[src/rtl/lsu_mem64_pkg.sv]
// Shared types and helpers for the 64-bit load/store unit: FSM states,
// FUNCT3 encodings and the access legality/alignment check.
package lsu_pkg;

    typedef enum logic [1:0] {
        IDLE  = 2'd0,
        READ  = 2'd1,
        WRITE = 2'd2,
        RESP  = 2'd3
    } lsu_state_t;

    localparam logic [2:0] F3_B  = 3'b000;
    localparam logic [2:0] F3_H  = 3'b001;
    localparam logic [2:0] F3_W  = 3'b010;
    localparam logic [2:0] F3_D  = 3'b011;
    localparam logic [2:0] F3_BU = 3'b100;
    localparam logic [2:0] F3_HU = 3'b101;
    localparam logic [2:0] F3_WU = 3'b110;

    // True when the encoding is legal for the direction and the address is
    // naturally aligned for the access size carried in funct3[1:0].
    function automatic logic access_legal(
        input logic       we,
        input logic [2:0] funct3,
        input logic [2:0] addr_lo
    );
        logic illegal;
        logic misaligned;
        illegal = we ? funct3[2] : (funct3 == 3'b111);
        case (funct3[1:0])
            2'b00:   misaligned = 1'b0;
            2'b01:   misaligned = addr_lo[0];
            2'b10:   misaligned = |addr_lo[1:0];
            default: misaligned = |addr_lo;
        endcase
        return !illegal && !misaligned;
    endfunction

endpackage

[src/rtl/lsu_mem64_byte_lane.sv]
// Combinational lane logic: extract and sign/zero-extend a load from a
// memory doubleword, and merge store bytes into a read-back doubleword.
module lsu_byte_lane
    import lsu_pkg::*;
(
    input  logic [2:0]  i_funct3,
    input  logic [2:0]  i_off,
    input  logic [63:0] i_rdword,
    input  logic [63:0] i_mbuf,
    input  logic [63:0] i_wdata,
    output logic [63:0] o_load,
    output logic [63:0] o_merged
);

    logic [63:0] w_shifted;
    logic [63:0] w_wshift;
    logic [3:0]  w_nbytes;
    logic [3:0]  w_lane_end;
    logic [7:0]  w_sel;
    logic        w_signed;

    assign w_shifted  = i_rdword >> {i_off, 3'b000};
    assign w_wshift   = i_wdata << {i_off, 3'b000};
    assign w_nbytes   = 4'd1 << i_funct3[1:0];
    assign w_lane_end = {1'b0, i_off} + w_nbytes;
    assign w_signed   = ~i_funct3[2];

    always_comb begin
        o_load = w_shifted;
        case (i_funct3)
            F3_B, F3_BU: o_load = {{56{w_signed & w_shifted[7]}},  w_shifted[7:0]};
            F3_H, F3_HU: o_load = {{48{w_signed & w_shifted[15]}}, w_shifted[15:0]};
            F3_W, F3_WU: o_load = {{32{w_signed & w_shifted[31]}}, w_shifted[31:0]};
            default:     o_load = w_shifted;
        endcase
    end

    // A byte lane takes store data when it lies inside [off, off+size).
    genvar gi;
    generate
        for (gi = 0; gi < 8; gi++) begin : g_lane
            assign w_sel[gi] = (4'(gi) >= {1'b0, i_off}) && (4'(gi) < w_lane_end);
            assign o_merged[8*gi +: 8] = w_sel[gi] ? w_wshift[8*gi +: 8]
                                                  : i_mbuf[8*gi +: 8];
        end
    endgenerate

endmodule

[src/rtl/lsu_mem64.sv]
// Load/store unit for the multicycle datapath: one access per request,
// read-modify-write for sub-doubleword stores, single DONE pulse per access.
module lsu_mem64
    import lsu_pkg::*;
#(
    parameter int MEM_LAT = 1
) (
    input  logic        CLK,
    input  logic        RESET,
    input  logic        REQ,
    input  logic        WE,
    input  logic [2:0]  FUNCT3,
    input  logic [63:0] ADDR,
    input  logic [63:0] WDATA,
    output logic        BUSY,
    output logic        DONE,
    output logic        FAULT,
    output logic [63:0] RDATA,
    output logic [63:0] MEM_RADDR,
    output logic [63:0] MEM_WADDR,
    output logic [63:0] MEM_DIN,
    input  logic [63:0] MEM_DOUT,
    output logic        MEM_WR
);

    lsu_state_t  r_state;
    lsu_state_t  w_next_state;
    logic [1:0]  r_cnt;
    logic        r_we;
    logic [2:0]  r_f3;
    logic [63:0] r_addr;
    logic [63:0] r_wdata;
    logic        r_fault;
    logic [63:0] r_rdata;
    logic [63:0] r_mbuf;

    logic        w_accept;
    logic        w_legal;
    logic        w_read_last;
    logic [63:0] w_load;
    logic [63:0] w_merged;

    assign w_accept    = (r_state == IDLE) && REQ;
    assign w_legal     = access_legal(WE, FUNCT3, ADDR[2:0]);
    assign w_read_last = (r_cnt == 2'(MEM_LAT - 1));

    always_comb begin
        w_next_state = r_state;
        case (r_state)
            IDLE: begin
                if (REQ) begin
                    if (!w_legal)
                        w_next_state = RESP;
                    else if (WE && (FUNCT3 == F3_D))
                        w_next_state = WRITE;
                    else
                        w_next_state = READ;
                end
            end
            READ: begin
                if (w_read_last)
                    w_next_state = r_we ? WRITE : RESP;
            end
            WRITE:   w_next_state = RESP;
            default: w_next_state = IDLE;
        endcase
    end

    always_ff @(posedge CLK or negedge RESET) begin
        if (!RESET) begin
            r_state <= IDLE;
            r_cnt   <= 2'd0;
            r_we    <= 1'b0;
            r_f3    <= 3'd0;
            r_addr  <= 64'd0;
            r_wdata <= 64'd0;
            r_fault <= 1'b0;
            r_rdata <= 64'd0;
            r_mbuf  <= 64'd0;
        end else begin
            r_state <= w_next_state;
            if (w_accept) begin
                r_we    <= WE;
                r_f3    <= FUNCT3;
                r_addr  <= ADDR;
                r_wdata <= WDATA;
                r_fault <= !w_legal;
            end
            if ((r_state == READ) && !w_read_last)
                r_cnt <= r_cnt + 2'd1;
            else
                r_cnt <= 2'd0;
            // The edge ending READ samples memory: loads update RDATA, stores
            // park the old doubleword for the merge.
            if ((r_state == READ) && w_read_last) begin
                if (r_we)
                    r_mbuf  <= MEM_DOUT;
                else
                    r_rdata <= w_load;
            end
        end
    end

    lsu_byte_lane u_lane (
        .i_funct3 (r_f3),
        .i_off    (r_addr[2:0]),
        .i_rdword (MEM_DOUT),
        .i_mbuf   (r_mbuf),
        .i_wdata  (r_wdata),
        .o_load   (w_load),
        .o_merged (w_merged)
    );

    assign BUSY      = (r_state != IDLE);
    assign DONE      = (r_state == RESP);
    assign FAULT     = (r_state == RESP) && r_fault;
    assign MEM_WR    = (r_state == WRITE);
    assign RDATA     = r_rdata;
    assign MEM_RADDR = {r_addr[63:3], 3'b000};
    assign MEM_WADDR = {r_addr[63:3], 3'b000};
    assign MEM_DIN   = w_merged;

endmodule

[config.mk]
export PLATFORM = sky130hd
export DESIGN_NAME = lsu_mem64
export DESIGN_NICKNAME = d
export VERILOG_FILES = /design/src/rtl/lsu_mem64_pkg.sv /design/src/rtl/lsu_mem64_byte_lane.sv /design/src/rtl/lsu_mem64.sv
export SDC_FILE = /design/constraint.sdc
export NUM_CORES = 1
export LEC_CHECK = 0
export CAP_MARGIN = 40
export CORE_AREA = 2 2 180 182
export CTS_BUF_LIST = sky130_fd_sc_hd__clkbuf_4 sky130_fd_sc_hd__clkbuf_8
export DETAILED_ROUTE_END_ITERATION = 7
export DIE_AREA = 0 0 182 184
export PLACE_DENSITY = 0.83
export SYNTH_ARGS = -nofsm -noshare
export SYNTH_HDL_FRONTEND = slang
export SYNTH_HIERARCHICAL = 1
export SYNTH_SLANG_ARGS = --single-unit
[constraint.sdc]
create_clock -name CLK -period 9.85 [get_ports CLK]
set_input_delay 0.985 -clock CLK [delete_from_list [all_inputs] [get_ports CLK]]
set_output_delay 0.985 -clock CLK [all_outputs]
set_load 0.005 [all_outputs]
======== Yosys cells after proc, flatten, opt, wreduce, memory -nomap -nowiden ========
Index checks and enable logic that the tools add are counted.
Widths: inputs -> output; s select.
storage, ports and cells
  bits in writable memories ............... 0
  output and inout port bits .............. 260
  flip-flop bits (word level) ............. 265
  bits in latches ......................... 0
  logic and storage cells ................. 96
  memories ................................ 0
  input port bits ......................... 199
  memory bits (read-only) ................. 0
operators by class
  shift-type cells ........................ 3
  div/mod/pow operators ................... 0
  $add $sub $neg .......................... 2
  multiplexer cells ....................... 18
  bitwise logic cells ..................... 5
  eq/ne operators ......................... 14
  multipliers ............................. 0
  magnitude comparators ................... 15
  reductions and logical operators ........ 30
operators with widths
  kind                 count
  $pmux 64 s3          1
  $mux 8               8
  $shl 64x6->64        1
  $shr 64x6->64        1
  $lt 3x4->1 const A   4
  $logic_and 1x1->1    13
  $eq 3x3->1 const B   4
  $mux 2               5
  $ge 3x3->1 const A   3
  $lt 1x4->1 const A   2
  $lt 2x4->1 const A   2
  $reduce_or 2->1      4
  $eq 2x2->1 const B   3
  $eq 3x2->1 const B   2
  $ge 1x3->1 const A   2
  $ge 2x3->1 const A   2
  $logic_not 2->1      3
  $pmux 2 s3           1
  $reduce_and 2->1     3
  $add 3x4->4          1
  $eq 2x1->1 const B   2
  $logic_not 1->1      4
  $ne 2x2->1 const B   2
  $shl 1x2->4 const A  1
  other kinds (9)      13

======== Logic depth before layout (Yosys ltp) ========
Gate-level depths: netlist of run 1.
  word-level depth ........................ 7
  depth in mapped cells ................... 12
  depth with buffers taken out ............ 9

======== By module ========
Netlist of run 1, hierarchy kept.
modules (own cells, without submodules)
  module         area each (µm²)  instances  cells an instance  sequential area each (µm²)
  lsu_mem64      11157.0          1          726                6631.4
  lsu_byte_lane  4470.5           1          617                0.0

======== Least setup slack after synthesis of run 1 ========
Ideal clock, no wire load.
  kind .................................... register to output
  start point ............................. reg r_addr[1]
  end point ............................... out MEM_DIN[13]
  stages on the path, launching flop included .. 13
  data arrival time ....................... 2.973 ns
  path buffers ............................ 5
  required time ........................... 8.865 ns
  setup slack ............................. 5.892 ns
  cells stage by stage .................... dfrtp_1 buf_2 buf_2 inv_1 clkbuf_1 buf_1 fa_1 nor3b_1 a22o_1 a21oi_1 clkbuf_1 nor2_1 a21oi_1
between the ends
  word-level cells in the longest chain between the ends .. 4
  elaborated cells between the ends (all ways) .. 6
  classes of those cells .................. add/sub: 1; order compare: 2; shift: 1; mux: 1; reduce/logical: 1
ends and longest elaborated chain
  element                 RTL line                   text
  from (decl)             lsu_mem64.sv:31            logic [63:0] r_addr;
  from (signal assigned)  lsu_mem64.sv:75            r_addr <= 64'd0;
  from (signal assigned)  lsu_mem64.sv:85            r_addr <= ADDR;
  $add 3x4->4             lsu_mem64_byte_lane.sv:25  assign w_lane_end = {1'b0, i_off} + w_nbytes;
  $lt 1x4->1              lsu_mem64_byte_lane.sv:42  assign w_sel[gi] = (4'(gi) >= {1'b0, i_off}) && (4'(gi) < w_lane_end);
  $logic_and 1x1->1       lsu_mem64_byte_lane.sv:42
  $mux 8 (*)              lsu_mem64_byte_lane.sv:43  assign o_merged[8*gi +: 8] = w_sel[gi] ? w_wshift[8*gi +: 8]
  to (decl)               lsu_mem64.sv:21            output logic [63:0] MEM_DIN,
Every way passes the cells marked *; elsewhere a longest branch is shown, timed or not.

======== Final worst setup path of run 1 ========
  start point ............................. reg r_f3[1]
  end point ............................... out MEM_DIN[16]
between the ends
  word-level cells in the longest chain between the ends .. 5
ends and longest elaborated chain
  element                 RTL line                   text
  from (decl)             lsu_mem64.sv:30            logic [2:0] r_f3;
  from (signal assigned)  lsu_mem64.sv:74            r_f3 <= 3'd0;
  from (signal assigned)  lsu_mem64.sv:84            r_f3 <= FUNCT3;
  $shl 1x2->4             lsu_mem64_byte_lane.sv:24  assign w_nbytes = 4'd1 << i_funct3[1:0];
  $add 3x4->4             lsu_mem64_byte_lane.sv:25
  $lt 2x4->1              lsu_mem64_byte_lane.sv:42
  $logic_and 1x1->1       lsu_mem64_byte_lane.sv:42
  $mux 8                  lsu_mem64_byte_lane.sv:43
Every way passes these cells.

==> results by group, run 1 <==
Floorplanning
  – Die Wd: 182 um
  – Floorplan row count: 65
  – Die Area: 0.0335 sq mm
  – Num ports: 459
  – Core Region: 0.0314 sq mm
  – Starting Density: 0.498
  – Chip Height: 184 um

GRT
  – GRT Total Usage: 0.317
  – Overflow after GRT: 0
  – First-pass GRT wire length: 79.6 mm
  – Vias in the first global route: 13100
  – Antenna violations before repair: 2
  – Pin count of the biggest net entering global routing: 159

Job
  – Max-Cap Viols: 0

Timing
  – Hold Violations, Final: 0
  – Fin. max-slew vios: 0
  – Worst slew pin tran: 0.980 ns
  – Clock Skew: 0.0226 ns
  – Slew headroom: 0.344
  – Fmax: 166 MHz
  – Tcrit/Tclk final: 0.610
  – Final setup fails: 0
  – Post-layout min period: 6.01 ns
  – TNS Setup: 0 ns
  – Unrepaired setup endpoints after global routing: no

Setup path
  – Crit path max-delay family: compound AO/OA/AOI/OAI gates
  – Crit path DAT: 5.03 ns
  – Crit-path max FO: 24
  – Flop-to-flop setup slack: 6.24 ns
  – Worst r2r src: r_addr[0]$_DFFE_PN0P_
  – Reg2reg end: RDATA[27]$_DFFE_PN0P_
  – Worst path bufs/invs: 2
  – Worst reg2reg path depth: 7
  – Worst path cell trace: nor2_1, ha_1, inv_1, fa_1, a22o_1, a221o_1, o31ai_1, clkdlybuf4s50_1
  – Worst setup SP type: flop
  – Data required time of the critical path: 8.87 ns
  – Worst Setup SP: r_f3[1]$_DFFE_PN0P_
  – CP peak stage delay: 0.70 ns
  – Slowest CP cell: o31ai_1
  – Type of the worst setup path: reg -> out
  – Nature of the critical path endpoint: primary output

Logic synthesis
  – Commonest register cell after synthesis: dfrtp_1
  – Number of flops mapped to enable cells by yosys: 0
  – Async S/R FF share, synth: 1.00
  – Yosys reg bits: 265
  – Synthesized area: 0.0156 sq mm
  – Distinct cells, synth: 55
  – Yosys warnings: 6
  – Cells after Synth: 1343
  – Sequential area share after synthesis: 0.424
  – Avg Cell Area, Syn: 11.6 sq um

Detailed routing
  – Final ANT Viol Nets: 0
  – Final WL: 53.1 mm
  – Vias per cell: 5.88
  – First-iteration detailed-routing DRC count: 1132
  – Pre-antenna DRT Iters: 5
  – Routed WL per cell: 25.4 um
  – DRC: 0
  – Vias: 12300

Layout
  – Final-layout fill cell count: 2352
  – Commonest non-fill, non-tap cell in the layout: clkdlybuf4s50_1
  – Commonest non-fill, non-tap cells in the layout: clkdlybuf4s50_1 (451), mux2_2 (270), dfrtp_1 (262), nand2_1 (126), mux2i_1 (89)
  – Share of cells above drive strength 1: 0.272
  – Final core utilization: 0.654
  – Nets@finish: 1862
  – Total inserted antenna cells: 0
  – Synthesis-to-layout area growth: 31.3%

CTS
  – Clk root buf: clkbuf_8
  – Setup bufs post-CTS: 0
  – CTS max path bufs: 3
  – Cts repair resizes: 0
  – Clk sinks: 265
  – Cts hold-fix bufs: 0
  – CTS tree: yes
  – H-tree levels: 2
  – Worst-skew pair later-pin latency: 0.58 ns
  – Total CTS buffers: 47
  – Clk slew on worst S/H paths: 0.06 ns

Place
  – Final weighted congestion in routability-driven placement: 0.934
  – # port buffers: 452
  – Final HPWL DP: 39.7 mm

Status
  – Outcome: completed

Power and ir drop
  – Leak: 8.98 nW
  – PD cells: 404 mW/mm^2
  – Worst vdd ir: 0.000210 V

Worst hold path
  – Hold endpoint: r_cnt[0]$_DFF_PN0_
  – Hold WC Path Type: reg -> reg
  – Worst hold start: r_cnt[0]$_DFF_PN0_
  – Hold Path Stages: 1
## worst max-delay path by stage
stage | cells past startpoint | to | slack, ns
after global routing | 8 | MEM_DIN[16] | 3.71
after global placement | 8 | MEM_DIN[16] | 4.65
after detailed placement | 8 | MEM_DIN[16] | 4.56
after CTS | 8 | MEM_DIN[16] | 3.90
after floorplan | 12 | MEM_DIN[13] | 5.89
final | 8 | MEM_DIN[16] | 3.84
## cells in the mapped netlist (2+ instances only)
cell type | number | share of area
or3_1 | 9 | 0.0036
buf_2 | 37 | 0.012
o211ai_1 | 3 | 0.0014
mux2_2 | 270 | 0.19
nor2b_1 | 5 | 0.0020
a22o_1 | 9 | 0.0050
mux4_2 | 31 | 0.045
nand2b_1 | 5 | 0.0020
a21oi_1 | 45 | 0.014
buf_4 | 132 | 0.063
clkbuf_1 | 20 | 0.0048
nand2_1 | 126 | 0.030
o21a_1 | 2 | 0.00096
a211oi_1 | 2 | 0.00096
o2bb2ai_2 | 3 | 0.0029
nand3_1 | 3 | 0.00096
nor2_1 | 61 | 0.015
a31oi_1 | 9 | 0.0036
buf_6 | 16 | 0.012
ha_1 | 7 | 0.0056
a21o_1 | 16 | 0.0077
nand3b_1 | 2 | 0.00096
nor3_1 | 2 | 0.00064
mux2_1 | 6 | 0.0043
o21ai_0 | 52 | 0.017
dfrtp_1 | 265 | 0.42
mux2_4 | 40 | 0.038
o31ai_1 | 13 | 0.0062
o22ai_1 | 16 | 0.0064
or2_2 | 2 | 0.00080
mux2i_1 | 89 | 0.057
inv_1 | 14 | 0.0034
buf_1 | 9 | 0.0022
## metal layers
metal / track usage / wire (um)
met1: 0.356 / 18900
met2: 0.567 / 27000
met3: 0.0771 / 4480
met4: 0.152 / 2640
met5: 0 / 13
## where the power goes
group	leakage [nW]	switching, mW	internal [mW]	total [mW]
registers	3.17	0.526	1.64	2.16
logic	5.27	2.23	2.83	5.06
clock network	0.533	0.466	0.611	1.08
total	8.98	3.22	5.08	8.30
## flip-flops by register name, summed over array words and instances, names as in the netlist
| register | cells |
|---|---|
| RDATA | 64 |
| r_addr | 64 |
| r_cnt | 2 |
| r_f3 | 3 |
| r_fault | 1 |
| r_mbuf | 64 |
| r_state | 2 |
| r_wdata | 64 |
| r_we | 1 |
## layout make-up
class                      instances  area [sq um]  share of cell area
tap                              402           503              0.0245
clock inverter                     9          70.1             0.00341
sequential                       265          6640               0.323
clock buffer                      74           912              0.0445
multi-input combinational        854          7520               0.366
timing repair buffer             473          4820               0.235
inverter                          14          52.6             0.00256
## metrics by stage
stage	instance area [sq um]	std cells	hold WS [ns]	total power [mW]	worst slack [ns]
final	20500	2091	0.424	8.30	3.84
after global routing	20500	2091	0.440	8.73	3.71
after CTS	20500	2091	0.427	8.28	3.90
after detailed placement	19500	2008	0.420	7.16	4.56
after global placement	19300	1997	0.415	6.97	4.65
after floorplan	15600	1348	0.403	5.01	5.89
## cell families (layout without fill, tap and decap cells)
| group | Yosys count | in the layout | share of synthesized area |
|---|---|---|---|
| buffers and inverters | 229 | 570 | 0.0974 |
| DFF | 265 | 265 | 0.424 |
| other | 1 | 6 | 0.000240 |
| AOI/OAI and AO/OA | 179 | 179 | 0.0713 |
| muxes | 436 | 436 | 0.339 |
| adders and majority gates | 8 | 8 | 0.00689 |
| and+or+nand+nor | 225 | 225 | 0.0608 |
(Power assumes the default switching activity.)
==> run 2, diff against run 1 <==
--- a/config.mk
+++ b/config.mk
@@ -6,11 +6,10 @@
 export NUM_CORES = 1
 export LEC_CHECK = 0
 export CAP_MARGIN = 40
-export CORE_AREA = 2 2 180 182
+export CORE_UTILIZATION = 50
 export CTS_BUF_LIST = sky130_fd_sc_hd__clkbuf_4 sky130_fd_sc_hd__clkbuf_8
 export DETAILED_ROUTE_END_ITERATION = 7
-export DIE_AREA = 0 0 182 184
-export PLACE_DENSITY = 0.83
+export PLACE_DENSITY = 0.84
 export SYNTH_ARGS = -nofsm -noshare
 export SYNTH_HDL_FRONTEND = slang
 export SYNTH_HIERARCHICAL = 1
==> constraint.sdc (replaced) <==
create_clock -name CLK -period 5.6 [get_ports CLK]
set_input_delay 0.56 -clock CLK [delete_from_list [all_inputs] [get_ports CLK]]
set_output_delay 0.56 -clock CLK [all_outputs]
set_load 0.005 [all_outputs]
==> results by group, run 2 (same netlist as run 1, synthesis figures left out) <==
Place
  – Final HPWL DP: 39.9 mm (+0.56%)
  – Post-place instance area: 0.0194 sq mm (-0.48%)
  – Final weighted congestion in routability-driven placement: 0.957 (+2.4%)
  – # port buffers: 452 (unchanged)

CTS
  – CTS tree: yes
  – Worst-skew pair later-pin latency: 0.56 ns (-0.02 ns)
  – Total CTS buffers: 46 (-2.1%)
  – CTS max path bufs: 3 (unchanged)
  – Clk sinks: 265 (unchanged)
  – Clk slew on worst S/H paths: 0.06 ns (about the same)
  – H-tree levels: 2 (unchanged)
  – Cts repair resizes: 0 (unchanged)
  – Clk root buf: clkbuf_8

Setup path
  – Worst setup SP type: flop
  – Flop-to-flop setup slack: 1.60 ns (-4.64 ns)
  – Crit path DAT: 4.74 ns (-0.29 ns)
  – Worst reg2reg path depth: 8 (+1)
  – Crit-path max FO: 24 (unchanged)
  – Type of the worst setup path: reg -> out
  – Worst r2r src: r_addr[1]$_DFFE_PN0P_
  – Nature of the critical path endpoint: primary output
  – Reg2reg end: RDATA[48]$_DFFE_PN0P_
  – Data required time of the critical path: 5.04 ns (-3.83 ns)

Timing
  – TNS Setup: 0 ns (unchanged)
  – Final setup fails: 0 (unchanged)
  – Fin. max-slew vios: 0 (unchanged)
  – Hold Violations, Final: 0 (unchanged)
  – Tcrit/Tclk final: 0.946
  – Worst slew pin tran: 0.889 ns (-0.0912 ns)
  – Unrepaired setup endpoints after global routing: no
  – Slew headroom: 0.392 (+0.0484)
  – Post-layout min period: 5.30 ns
  – Clock Skew: 0.0165 ns (-0.00610 ns)
  – Fmax: 189 MHz

Layout
  – Synthesis-to-layout area growth: 31.1%
  – Nets@finish: 1862 (unchanged)
  – Commonest non-fill, non-tap cells in the layout: clkdlybuf4s50_1 (451), mux2_2 (270), dfrtp_1 (262), nand2_1 (126), mux2i_1 (89)
  – Final core utilization: 0.668 (+0.0144)
  – Final instance area: 0.0205 sq mm (-0.15%)
  – Commonest non-fill, non-tap cell in the layout: clkdlybuf4s50_1
  – Share of cells above drive strength 1: 0.272 (about the same)

Detailed routing
  – Final ANT Viol Nets: 0 (unchanged)
  – Pre-antenna DRT Iters: 5 (unchanged)
  – Final WL: 53.3 mm (+0.46%)
  – DRC: 0 (unchanged)
  – Routed WL per cell: 25.5 um (+0.51%)
  – Vias per cell: 5.89 (+0.24%)
  – First-iteration detailed-routing DRC count: 1021 (-9.8%)
  – Vias: 12300 (+0.20%)

Worst hold path
  – Hold Path Stages: 1 (unchanged)
  – Hold endpoint: r_cnt[0]$_DFF_PN0_
  – Worst hold start: r_cnt[0]$_DFF_PN0_
  – Hold WC Path Type: reg -> reg

Floorplanning
  – Floorplan row count: 64 (-1.5%)
  – Starting Density: 0.510 (+0.0117)
  – Num ports: 459 (unchanged)
  – Core Region: 0.0307 sq mm (-2.3%)
  – Chip Height: 179 um (-2.8%)
  – Die Area: 0.0320 sq mm (-4.5%)
  – Die Wd: 179 um (-1.8%)

Power and ir drop
  – Worst vdd ir: 0.000360 V (+72%)
  – Share of power burned in registers: 0.261 (about the same)
  – Combinational share of power: 0.604 (-0.006)
  – Clk pwr share: 0.135 (+0.005)
  – Internal: 8.94 mW (+76%)
  – Sw power: 5.68 mW (+76%)
  – Sw Ratio: 0.388 (+0.000610)
  – Leak: 8.97 nW (-0.16%)
  – PD cells: 714 mW/mm^2 (+76%)

GRT
  – Overflow after GRT: 0 (unchanged)
  – Vias in the first global route: 12500 (-4.3%)
  – First-pass GRT wire length: 78.2 mm (-1.7%)
  – GRT Total Usage: 0.334 (+0.0167)
  – Antenna violations before repair: 2 (unchanged)
  – Pin count of the biggest net entering global routing: 147 (-7.5%)

Status
  – Outcome: completed

Job
  – Max-Cap Viols: 0 (unchanged)
run 2: timing repair:
| item | in CTS | in global routing |
|---|---|---|
| setup buffers | 0 | 0 |
| hold endpoints to repair | 58 | 0 |
| hold buffers | 1 | 0 |
run 2: layer usage:
layer	GRT usage	part of all wire	vias up
li1	-	-	5288
met1	0.388	0.36	6191
met2	0.582	0.50	698
met3	0.0770	0.091	136
met4	0.151	0.044	0
met5	0	0	-
run 2: cell type report:
cell class / count / area (sq um)
fillers: 2317 / 10200
multi-input cells: 854 / 7520
flip-flops and latches: 265 / 6640
repair buffers: 474 / 4750
clock buffers: 74 / 906
well taps: 396 / 495
clock inverters: 9 / 120
inverters: 14 / 52.6
diodes: 4 / 10.0
run 2: worst max path at each step:
stage,start,to,cells after the start
5_1_grt,r_f3[1]$_DFFE_PN0P_,MEM_DIN[16],8
3_3_place_gp,r_f3[1]$_DFFE_PN0P_,MEM_DIN[16],8
2_1_floorplan,r_addr[1]$_DFFE_PN0P_,MEM_DIN[13],12
3_5_place_dp,r_f3[1]$_DFFE_PN0P_,MEM_DIN[16],8
4_1_cts,r_f3[1]$_DFFE_PN0P_,MEM_DIN[16],8
6_report,r_f3[1]$_DFFE_PN0P_,MEM_DIN[16],8
run 2: worst max-delay path, stage by stage (launching register included):
cell and delay (ns):
dfrtp_1 0.68, nor2_1 0.56, ha_1 0.30, inv_1 0.08, fa_1 0.46, a22o_1 0.33
a221o_1 0.58, o31ai_1 0.57, clkdlybuf4s50_1 0.61
run 2: power groups by stage:
stage	Combinational, mW	Sequential, mW	Clock, mW
floorplan	5.43	3.38	0
global placement	8.52	3.80	0
detailed placement	8.73	3.83	0
CTS	8.78	3.81	2.02
global route	9.37	3.93	2.09
finish	8.83	3.82	1.97
run 2: stage by stage:
step	power (mW)	worst slack, ns	hold WS, ns	cells
6_report	14.6	0.301	0.436	2090
5_1_grt	15.4	0.00984	0.448	2087
4_1_cts	14.6	0.292	0.433	2086
3_5_place_dp	12.6	0.927	0.425	2002
3_3_place_gp	12.3	1.02	0.415	1996
2_1_floorplan	8.81	2.07	0.264	1348
==> run 3, diff against run 2 <==
--- a/config.mk
+++ b/config.mk
@@ -5,11 +5,11 @@
 export SDC_FILE = /design/constraint.sdc
 export NUM_CORES = 1
 export LEC_CHECK = 0
+export ABC_CLOCK_PERIOD_IN_PS = 5600
 export CAP_MARGIN = 40
-export CORE_UTILIZATION = 50
+export CORE_UTILIZATION = 30
 export CTS_BUF_LIST = sky130_fd_sc_hd__clkbuf_4 sky130_fd_sc_hd__clkbuf_8
 export DETAILED_ROUTE_END_ITERATION = 7
-export PLACE_DENSITY = 0.84
 export SYNTH_ARGS = -nofsm -noshare
 export SYNTH_HDL_FRONTEND = slang
 export SYNTH_HIERARCHICAL = 1
==> results by group, run 3 (same netlist as run 1, synthesis figures left out) <==
Status
  – Outcome: completed

Detailed routing
  – Vias per cell: 5.06 (-14%)
  – Final WL: 58.7 mm (+10%)
  – Final ANT Viol Nets: 0 (unchanged)
  – Routed WL per cell: 24.6 um (-3.5%)
  – DRC: 0 (unchanged)
  – First-iteration detailed-routing DRC count: 948 (-7.1%)
  – Vias: 12100 (-2.1%)
  – Pre-antenna DRT Iters: 5 (unchanged)

Place
  – # port buffers: 452 (unchanged)
  – Post-placement cell count: 2291 (+14%)
  – Pre-CTS WS: 1.09 ns (+0.160 ns)
  – Final HPWL DP: 44.8 mm (+12%)
  – Final weighted congestion in routability-driven placement: 0.925 (-3.3%)

GRT
  – GRT Total Usage: 0.217 (-0.117)
  – Pin count of the biggest net entering global routing: 104 (-29%)
  – Vias in the first global route: 12100 (-3.5%)
  – Overflow after GRT: 0 (unchanged)
  – First-pass GRT wire length: 84.1 mm (+7.5%)
  – Antenna violations before repair: 6 (+4)

Layout
  – Post-Layout Cell Count: 2383 (+14%)
  – Reg area: 0.00664 sq mm (about the same)
  – Commonest non-fill, non-tap cell in the layout: clkdlybuf4s50_1
  – Commonest non-fill, non-tap cells in the layout: clkdlybuf4s50_1 (451), mux2_2 (270), dfrtp_1 (262), nand2_1 (126), mux2i_1 (89)
  – Multi-input gate area: 0.00751 sq mm (-0.12%)
  – Final-layout fill cell count: 4924 (+110%)
  – Nets@finish: 1873 (+0.59%)
  – Final core utilization: 0.409 (-0.259)
  – Synthesis-to-layout area growth: 34.5%
  – Share of cells above drive strength 1: 0.276 (+0.00412)

CTS
  – Worst-skew pair later-pin latency: 0.66 ns (+0.10 ns)
  – Clk slew on worst S/H paths: 0.06 ns (about the same)
  – CTS tree: yes
  – Cts hold-fix bufs: 1 (unchanged)
  – Setup bufs post-CTS: 0 (unchanged)
  – CTS max path bufs: 3 (unchanged)
  – Total CTS buffers: 51 (+11%)
  – Clk root buf: clkbuf_8
  – H-tree levels: 2 (unchanged)
  – Cts repair resizes: 0 (unchanged)
  – Clk sinks: 265 (unchanged)

Setup path
  – Type of the worst setup path: reg -> out
  – Crit-path max FO: 24 (unchanged)
  – Nature of the critical path endpoint: primary output
  – Worst setup SP type: flop
  – Worst r2r src: r_addr[1]$_DFFE_PN0P_
  – Worst reg2reg path depth: 9 (+1)
  – Data required time of the critical path: 5.04 ns (about the same)
  – Reg2reg end: RDATA[55]$_DFFE_PN0P_
  – Flop-to-flop setup slack: 2.20 ns (+0.60 ns)
  – Crit path DAT: 4.73 ns (about the same)

Floorplanning
  – Starting Density: 0.304 (-0.206)
  – Floorplan row count: 83 (+30%)
  – Num ports: 459 (unchanged)
  – Core Region: 0.0514 sq mm (+68%)
  – Chip Height: 230 um (+29%)
  – Die Wd: 230 um (+29%)
  – Die Area: 0.0530 sq mm (+66%)

Power and ir drop
  – Leak: 9.06 nW (+0.99%)
  – PD cells: 704 mW/mm^2 (-1.4%)
  – Worst vdd ir: 0.000344 V (-4.6%)

Job
  – Max-Cap Viols: 0 (unchanged)

Timing
  – Final setup fails: 0 (unchanged)
  – Slew headroom: 0.391 (-0.00143)
  – Tcrit/Tclk final: 0.945 (-0.00136)
  – Hold Violations, Final: 0 (unchanged)
  – Fmax: 189 MHz (+0.14%)
  – Clock Skew: 0.0514 ns (+0.0349 ns)
  – Unrepaired setup endpoints after global routing: no
  – Final setup margin: 0.309 ns (+0.00764 ns)
  – Worst slew pin tran: 0.914 ns (+0.0251 ns)
  – Fin. max-slew vios: 0 (unchanged)
  – Post-layout min period: 5.29 ns (-0.00764 ns)
  – TNS Setup: 0 ns (unchanged)

Worst hold path
  – Hold endpoint: r_cnt[0]$_DFF_PN0_
  – Hold WC Path Type: reg -> reg
  – Worst hold start: r_cnt[0]$_DFF_PN0_
  – Hold Path Stages: 1 (unchanged)
[run 3: changes by cell type in the layout (fill, tap and decap cells not counted), sizes merged]
| cell | previous run | this run |
|---|---|---|
| buf | 22 | 28 |
| bufinv | 3 | 1 |
| clkbuf | 74 | 81 |
| diode | 4 | 2 |
[run 3: stage by stage]
step,total power [mW],hold WS [ns],area [sq um]
final,14.8,0.430,21000
after CTS,14.8,0.436,21000
after detailed placement,12.6,0.427,19900
after global routing,15.6,0.449,21000
after global placement,12.5,0.415,19700
after floorplan,8.81,0.264,15600
[run 3: how the worst max path moves through the flow]
stage | cells past startpoint | slack (ns) | from | to
2_1_floorplan | 12 | 2.07 | r_addr[1]$_DFFE_PN0P_ | MEM_DIN[13]
3_3_place_gp | 10 | 1.23 | r_f3[1]$_DFFE_PN0P_ | MEM_DIN[1]
3_5_place_dp | 10 | 1.09 | r_f3[1]$_DFFE_PN0P_ | MEM_DIN[7]
4_1_cts | 10 | 0.40 | r_f3[1]$_DFFE_PN0P_ | MEM_DIN[7]
5_1_grt | 10 | 0.11 | r_f3[1]$_DFFE_PN0P_ | MEM_DIN[21]
6_report | 10 | 0.31 | r_f3[1]$_DFFE_PN0P_ | MEM_DIN[7]
[run 3: area by class of cell]
class,instances,area share
clock inverter,7,0.00369
tap,680,0.0405
inverter,14,0.00250
sequential,265,0.316
timing repair buffer,480,0.231
antenna,2,0.000238
clock buffer,81,0.0489
multi-input combinational,854,0.357
[run 3: metal layers]
layer	wire length, um	track usage	vias up
met5	7	0	-
met4	2340	0.0888	2
met3	3850	0.0471	115
met2	27700	0.350	543
met1	24800	0.280	6103
li1	-	-	5295
[run 3: where the power goes]
group / total [mW] / internal, mW / switching, mW
sequential: 3.83 / 2.88 / 0.947
clock: 2.11 / 1.20 / 0.906
combinational: 8.85 / 4.93 / 3.92
total: 14.8 / 9.01 / 5.78
[run 3: worst max-delay path: stages (launching register included)]
cell,delay [ns]
dfrtp_1,0.70
nor2_1,0.59
ha_1,0.29
inv_1,0.07
fa_1,0.48
nor3b_1,0.24
a22o_1,0.25
nand3_1,0.10
nand3_1,0.51
mux2_2,0.42
clkdlybuf4s50_1,0.47
